## config.mk

```make
export PLATFORM = sky130hd
export DESIGN_NAME = frac_baud_gen
export DESIGN_NICKNAME = d
export VERILOG_FILES = /design/src/rtl/uart_pkg.sv /design/src/rtl/frac_accum.sv /design/src/rtl/frac_baud_gen.sv
export SDC_FILE = /design/constraint.sdc
export NUM_CORES = 1
export LEC_CHECK = 0
export CORE_MARGIN = 4
export CORE_UTILIZATION = 43
export CTS_CLUSTER_DIAMETER = 100
export DETAILED_ROUTE_END_ITERATION = 7
export GPL_TIMING_DRIVEN = 0
export SYNTH_ARGS = -nofsm -noshare
export SYNTH_HDL_FRONTEND = slang
export SYNTH_HIERARCHICAL = 1
export SYNTH_SLANG_ARGS = --single-unit
```

## constraint.sdc

```tcl
create_clock -name clk -period 10.2 [get_ports clk]
set_input_delay 1.53 -clock clk [delete_from_list [all_inputs] [get_ports clk]]
set_output_delay 1.53 -clock clk [all_outputs]
set_load 0.03 [all_outputs]
```

## src/rtl/uart_pkg.sv

```systemverilog
// Shared UART timing definitions: baud generator state encoding and oversample range limits.
package uart_pkg;

  typedef enum logic [1:0] {
    IDLE    = 2'd0,
    RUN     = 2'd1,
    PENDING = 2'd2
  } gen_state_t;

  localparam int OVERSAMPLE_MIN = 2;
  localparam int OVERSAMPLE_MAX = 64;

  function automatic bit os_legal(input int os);
    return (os >= OVERSAMPLE_MIN) && (os <= OVERSAMPLE_MAX) && ((os & (os - 1)) == 0);
  endfunction

endpackage

```

## src/rtl/frac_accum.sv

```systemverilog
// Modulo-MOD phase accumulator; wrap flags (combinationally) the cycle whose sum reaches MOD.
module frac_accum #(
  parameter int MOD   = 25_000_000,
  parameter int ACC_W = 32
) (
  input  logic             clk,
  input  logic             rst,
  input  logic [ACC_W-1:0] inc,
  input  logic             clear,
  input  logic             preset,
  output logic             wrap
);

  localparam logic [ACC_W-1:0] MOD_V  = ACC_W'(MOD);
  localparam logic [ACC_W-1:0] HALF_V = ACC_W'(MOD / 2);

  logic [ACC_W-1:0] phase;
  logic [ACC_W-1:0] sum;

  // inc < MOD and phase < MOD, so sum never overflows ACC_W.
  assign sum  = phase + inc;
  assign wrap = !clear && !preset && (sum >= MOD_V);

  always_ff @(posedge clk) begin
    if (rst || clear) begin
      phase <= '0;
    end else if (preset) begin
      phase <= HALF_V;
    end else if (wrap) begin
      phase <= sum - MOD_V;
    end else begin
      phase <= sum;
    end
  end

endmodule

```

## src/rtl/frac_baud_gen.sv

```systemverilog
// Fractional baud generator: oversample and bit ticks from a modulo-CLK_FREQ_HZ accumulator.
// Defining FRAC_BAUD_GEN_STATS_EN adds the bit_cnt statistics output.
module frac_baud_gen
  import uart_pkg::*;
#(
  parameter int CLK_FREQ_HZ  = 25_000_000,
  parameter int DEFAULT_BAUD = 115_200,
  parameter int OVERSAMPLE   = 16,
  parameter int ACC_W        = 32
) (
  input  logic        clk,
  input  logic        rst,
  input  logic        en,
  input  logic        align,
  input  logic        cfg_valid,
  input  logic [31:0] cfg_baud,
  output logic        cfg_ready,
  output logic        cfg_err,
  output logic        tick_os,
  output logic        tick_bit,
  output logic [31:0] cur_baud
`ifdef FRAC_BAUD_GEN_STATS_EN
  ,
  output logic [15:0] bit_cnt
`endif
);

  localparam int              OS_W      = $clog2(OVERSAMPLE);
  localparam logic [OS_W-1:0] OS_LAST   = OS_W'(OVERSAMPLE - 1);
  localparam logic [OS_W-1:0] OS_HALF   = OS_W'(OVERSAMPLE / 2);
  localparam logic [63:0]     CLK_LIMIT = 64'(CLK_FREQ_HZ);

  if (!os_legal(OVERSAMPLE)) begin : g_bad_os
    $error("frac_baud_gen: OVERSAMPLE must be a power of two in 2..64");
  end
  if ((64'd1 << ACC_W) <= 64'd2 * CLK_LIMIT) begin : g_bad_acc
    $error("frac_baud_gen: ACC_W too narrow for CLK_FREQ_HZ");
  end

  gen_state_t       state, state_nxt;
  logic [31:0]      pend_baud;
  logic [31:0]      cur_nxt;
  logic [OS_W-1:0]  os_cnt;
  logic [ACC_W-1:0] inc;
  logic             wrap;
  logic             bit_wrap;
  logic             accept;
  logic             cfg_bad;
  logic             load_cur;

  assign inc       = ACC_W'({32'd0, cur_baud} << OS_W);
  assign cfg_ready = (state != PENDING);
  assign accept    = cfg_valid && cfg_ready;
  // Range test done at 64 bits so large requests cannot alias below the limit.
  assign cfg_bad   = (cfg_baud == 32'd0) || (({32'd0, cfg_baud} << OS_W) >= CLK_LIMIT);
  assign bit_wrap  = wrap && (os_cnt == OS_LAST);

  frac_accum #(
    .MOD   (CLK_FREQ_HZ),
    .ACC_W (ACC_W)
  ) u_accum (
    .clk    (clk),
    .rst    (rst),
    .inc    (inc),
    .clear  (!en),
    .preset (en && align),
    .wrap   (wrap)
  );

  always_comb begin
    state_nxt = state;
    load_cur  = 1'b0;
    cur_nxt   = cfg_baud;
    case (state)
      IDLE: begin
        load_cur = accept && !cfg_bad;
        if (en) state_nxt = RUN;
      end
      RUN: begin
        if (!en) begin
          state_nxt = IDLE;
          load_cur  = accept && !cfg_bad;
        end else if (accept && !cfg_bad) begin
          state_nxt = PENDING;
        end
      end
      PENDING: begin
        // New rate lands on a bit boundary, or at once if the generator stops.
        if (!en || bit_wrap) begin
          load_cur  = 1'b1;
          cur_nxt   = pend_baud;
          state_nxt = en ? RUN : IDLE;
        end
      end
      default: state_nxt = IDLE;
    endcase
  end

  always_ff @(posedge clk) begin
    if (rst) begin
      state     <= IDLE;
      cur_baud  <= 32'(DEFAULT_BAUD);
      pend_baud <= 32'(DEFAULT_BAUD);
      os_cnt    <= '0;
      tick_os   <= 1'b0;
      tick_bit  <= 1'b0;
      cfg_err   <= 1'b0;
    end else begin
      state    <= state_nxt;
      cfg_err  <= accept && cfg_bad;
      tick_os  <= wrap;
      tick_bit <= bit_wrap;
      if (load_cur) cur_baud <= cur_nxt;
      if (accept && !cfg_bad) pend_baud <= cfg_baud;
      if (!en) begin
        os_cnt <= '0;
      end else if (align) begin
        os_cnt <= OS_HALF;
      end else if (wrap) begin
        os_cnt <= os_cnt + OS_W'(1);
      end
    end
  end

`ifdef FRAC_BAUD_GEN_STATS_EN
  always_ff @(posedge clk) begin
    if (rst || (en && align)) begin
      bit_cnt <= '0;
    end else if (bit_wrap) begin
      bit_cnt <= bit_cnt + 16'd1;
    end
  end
`endif

endmodule

```

==> results.md <==
- The routability congestion estimate from global placement is 0.898.
- The minimum clock period after layout is 6.41 ns.
- Summed over all layers, the routed wires come to 20,900 µm.
- The count of endpoints failing hold in the final timing report is 0.
- In this run the worst hold path is classified as reg2reg.
- The number of antenna violations at the first check in global routing is 0.
- The final-layout setup total negative slack is 0 ns.
- Static timing analysis puts the maximum clock frequency at 156 MHz.
- For this design the static power due to leakage is 0.00290 µW.
- Setup repair after global routing left no endpoint under its margin.
- In this run the power spent charging and discharging nets is 236 µW.
- The number of register bits inferred by synthesis is 105.
- TritonCTS built the clock tree.
- The full die area is ~18,000 µm².
- Buffers inserted to repair hold after CTS numbered 0.
- Measured along the x axis, the die boundary spans 135 µm.
- The routed via count is 6,694.
- The number of global-route vias before repair was 6,411.
- The global routing usage summed across all routing layers is 0.229.
- For this run, the number of Yosys warnings is 6.
- The core region is 15,800 µm².
- Pin placement for this block handled 73 I/O pins.
- The cell-internal power is 634 µW.
- The commonest cells after synthesis are 105 x dfxtp_1, 87 x nand2_1, 60 x nor2_1.
- Summed over all nets, the half-perimeter wirelength after detailed placement is 17,000 µm.
- The number of fill cells is 1,497.
- STA classifies the critical path endpoint as a flop.
- The final layout net count is between 900 and 1,000.
- TritonCTS created 9 clock buffers.
- In the final layout, the share of cells above drive strength 1 is 0.0722.
- Data on the critical path arrives at its endpoint at between 6 and 7 ns.
- The average footprint of a synthesized cell is 8.31 µm².
- The clock share of power is 0.411.
- The worst setup path is launched from a flop.
- The clock skew is between 0.01 and 0.015 ns.
- The final number of setup-violating endpoints is 0.
- In this run the tool buffered the top-level ports with 72 buffer cells.
- Once layout is complete, the cells apart from fillers number 1,144.
- The number of rows in the core area is 46.
- The remaining max-slew budget at the tightest pin is 0.272.
- For this run, the detailed router's first-pass iteration total came to 5.
- The critical path class is reg2reg.
- The tightest hold path in the finished design has a slack of 0.467 ns.
- The ratio of routed vias to standard cells is 5.85.
- The vertical extent of the die is between 100 and 150 µm.
- The final number of max-transition violations is 0.
- The area share of the leading cell type in the synthesized netlist is 0.303.
- The run finished with clean final reports.
- In this run the deepest clock path goes through 2 buffers.
- For this run the aggregate overflow at the end of global routing stands at 0.
- The synthesized design contains 0 enable-type register cells.
- At the pin with the least slew margin, the transition time is between 1 and 1.5 ns.
- Of the total power, the share spent switching nets is 0.271.
- The first routing iteration left 459 violations.
- The cell sitting at the root of the clock tree is a clkbuf_16.
- The count of unique library cells instantiated by Yosys is between 80 and 90.
- The number of max-capacitance violations reported is 0.
- In the finished design, the share of the clock period the worst path needs comes to 0.628.
- The initial utilization of the core area, before any placement, comes to 0.439.
- In the post-synthesis netlist, the biggest area contributors are dfxtp_1 30%, ha_1 6.1%, nand2_1 4.7%.
- The worst vdd rail ir drop is 0.0000936 V.
- The utilization of the core after routing is 0.522.
- The most used standard cell by instance count after synthesis is dfxtp_1.
- The number of gates resized after CTS was 0.
- The biggest area contributor in the post-synthesis netlist is dfxtp_1.
- The post-synthesis to final-layout area growth is 18.9%.
- The maximum number of pins on one net before global-route repair is 21.
- The wire length of the first global-routing pass is 33,400 µm.
- Synthesis handed over a netlist of 836 instances.
- The H-tree generated during clock tree synthesis spans 3 levels.
- In the routed design, unresolved DRC markers number 0.
- Of the total power, combinational logic draws 0.112.
- The required time at the endpoint of the critical path is between 10 and 15 ns.
- The number of clock sinks seen by CTS is 105.
- The number of setup buffers added after CTS is 0.
- After layout, the design draws a total of 870 µW.
- The latest clock arrival within the worst-skew pair is around 0.36 ns.
- The ratio of total power to cell area is 105 nW/µm².
- Along the worst path, the maximum fanout reaches 10.
- The routed length per instance is 18.3 µm.
- The antenna diode count is 0.
- In the synthesized netlist the async set-or-reset flop fraction comes to 0.
- The share of total power dissipated in sequential elements is 0.477.
- For this run, the leading register cell type out of synthesis is dfxtp_1.
- Clock-pin slew was measured on the worst setup and hold paths at 0.08 ns.
- The share of the Yosys chip area taken by registers is 0.303.
- The post-synthesis cell area is 6950 µm².
- In this run the remaining antenna-violating nets after routing total 0.
- The total placed cells including tap cells is around 1,100.
## worst paths after layout
kind                       from  cells past startpoint  slack, ns           end
setup reg to reg    cur_baud[2]                     21       3.79  cur_baud[10]
hold / removal    pend_baud[23]                      1       0.47  cur_baud[23]
setup / recovery    cur_baud[2]                     21       3.79  cur_baud[10]
hold reg to reg   pend_baud[23]                      1       0.47  cur_baud[23]
## metal layers
metal	track usage	up-vias	wire length, µm
met2	0.378	204	9640
li1	-	3295	-
met3	0.0197	23	873
met4	0.0616	0	275
met1	0.321	3172	10100
met5	0	-	0
## cells in the final DEF, fill, tap and decap left out, drive strengths merged, types with 5 or more instances in the layout
cell | Yosys | routed
nand2 | 87 | 87
nand2b | 42 | 42
o21a | 7 | 7
nor2b | 6 | 6
a21boi | 12 | 12
a21oi | 62 | 62
clkdlybuf4s50 | 0 | 72
clkbuf | 30 | 40
nand4 | 18 | 18
nor3 | 20 | 20
nor4 | 7 | 7
nor2 | 60 | 60
conb | 1 | 5
a21o | 7 | 7
or3 | 8 | 8
o21ai | 42 | 42
nand3 | 23 | 23
inv | 11 | 15
or4 | 8 | 8
a32o | 11 | 11
dfxtp | 105 | 105
and3 | 6 | 6
buf | 21 | 21
xor2 | 10 | 10
xnor2 | 23 | 23
ha | 34 | 34
o211ai | 24 | 24
nor3b | 13 | 13
o2111ai | 20 | 20
mux2i | 25 | 25
a211oi | 17 | 17
and4 | 7 | 7
and2 | 12 | 12
## registers in the layout, summed over array words and instances, names as in the netlist
| name | count |
|---|---|
| cur_baud | 32 |
| pend_baud | 32 |
| u_accum/phase | 32 |
| os_cnt | 4 |
| state | 2 |
| cfg_err | 1 |
| tick_bit | 1 |
| tick_os | 1 |
## critical path, stage by stage, from the launching register on
cell	delay, ns
dfxtp_1	0.36
ha_1	0.41
a21oi_1	0.32
o21ai_1	0.24
a22oi_1	0.35
a31oi_1	0.18
or3_1	0.41
a32oi_1	0.33
nand4_1	0.23
or4_4	0.62
and2_1	0.19
buf_6	0.13
inv_2	0.08
buf_2	0.25
clkbuf_1	0.33
nand4_1	0.22
a21oi_1	0.38
nor2b_1	0.21
clkbuf_1	0.38
clkbuf_1	0.45
nand2_1	0.12
o211ai_1	0.10
## area by class of cell
cell class / count / area [µm²] / share of cell area
inverter: 11 / 41.3 / 0.00500
clock inverter: 6 / 67.6 / 0.00818
buffer: 51 / 249 / 0.0302
timing repair buffer: 72 / 721 / 0.0873
multi-input combinational: 673 / 4570 / 0.553
clock buffer: 10 / 239 / 0.0289
sequential: 105 / 2100 / 0.255
tap: 216 / 270 / 0.0327
## through the flow
step	setup WS (ns)	cell area [µm²]
global placement	4.00	7950
floorplan	5.19	6960
finish	3.79	8260
global route	3.39	8260
detailed placement	3.91	7950
CTS	3.88	8260
## kinds of logic after synthesis
group,share of synthesized area
XOR/XNOR,0.0427
adder cells (fa/ha/maj),0.0641
AND/OR/NAND/NOR,0.243
flip-flops,0.303
other,0.000540
buffers and inverters,0.0418
AO/OA/AOI/OAI,0.269
multiplexers,0.0360
## power groups by stage
stage | clock [µW] | combinational, µW | sequential, µW
detailed placement | 0 | 94.6 | 425
floorplan | 0 | 58.5 | 425
global route | 376 | 106 | 416
finish | 358 | 97.1 | 416
CTS | 365 | 95.2 | 416
global placement | 0 | 93.3 | 425
No activity file was read; power rests on OpenSTA's default activity.
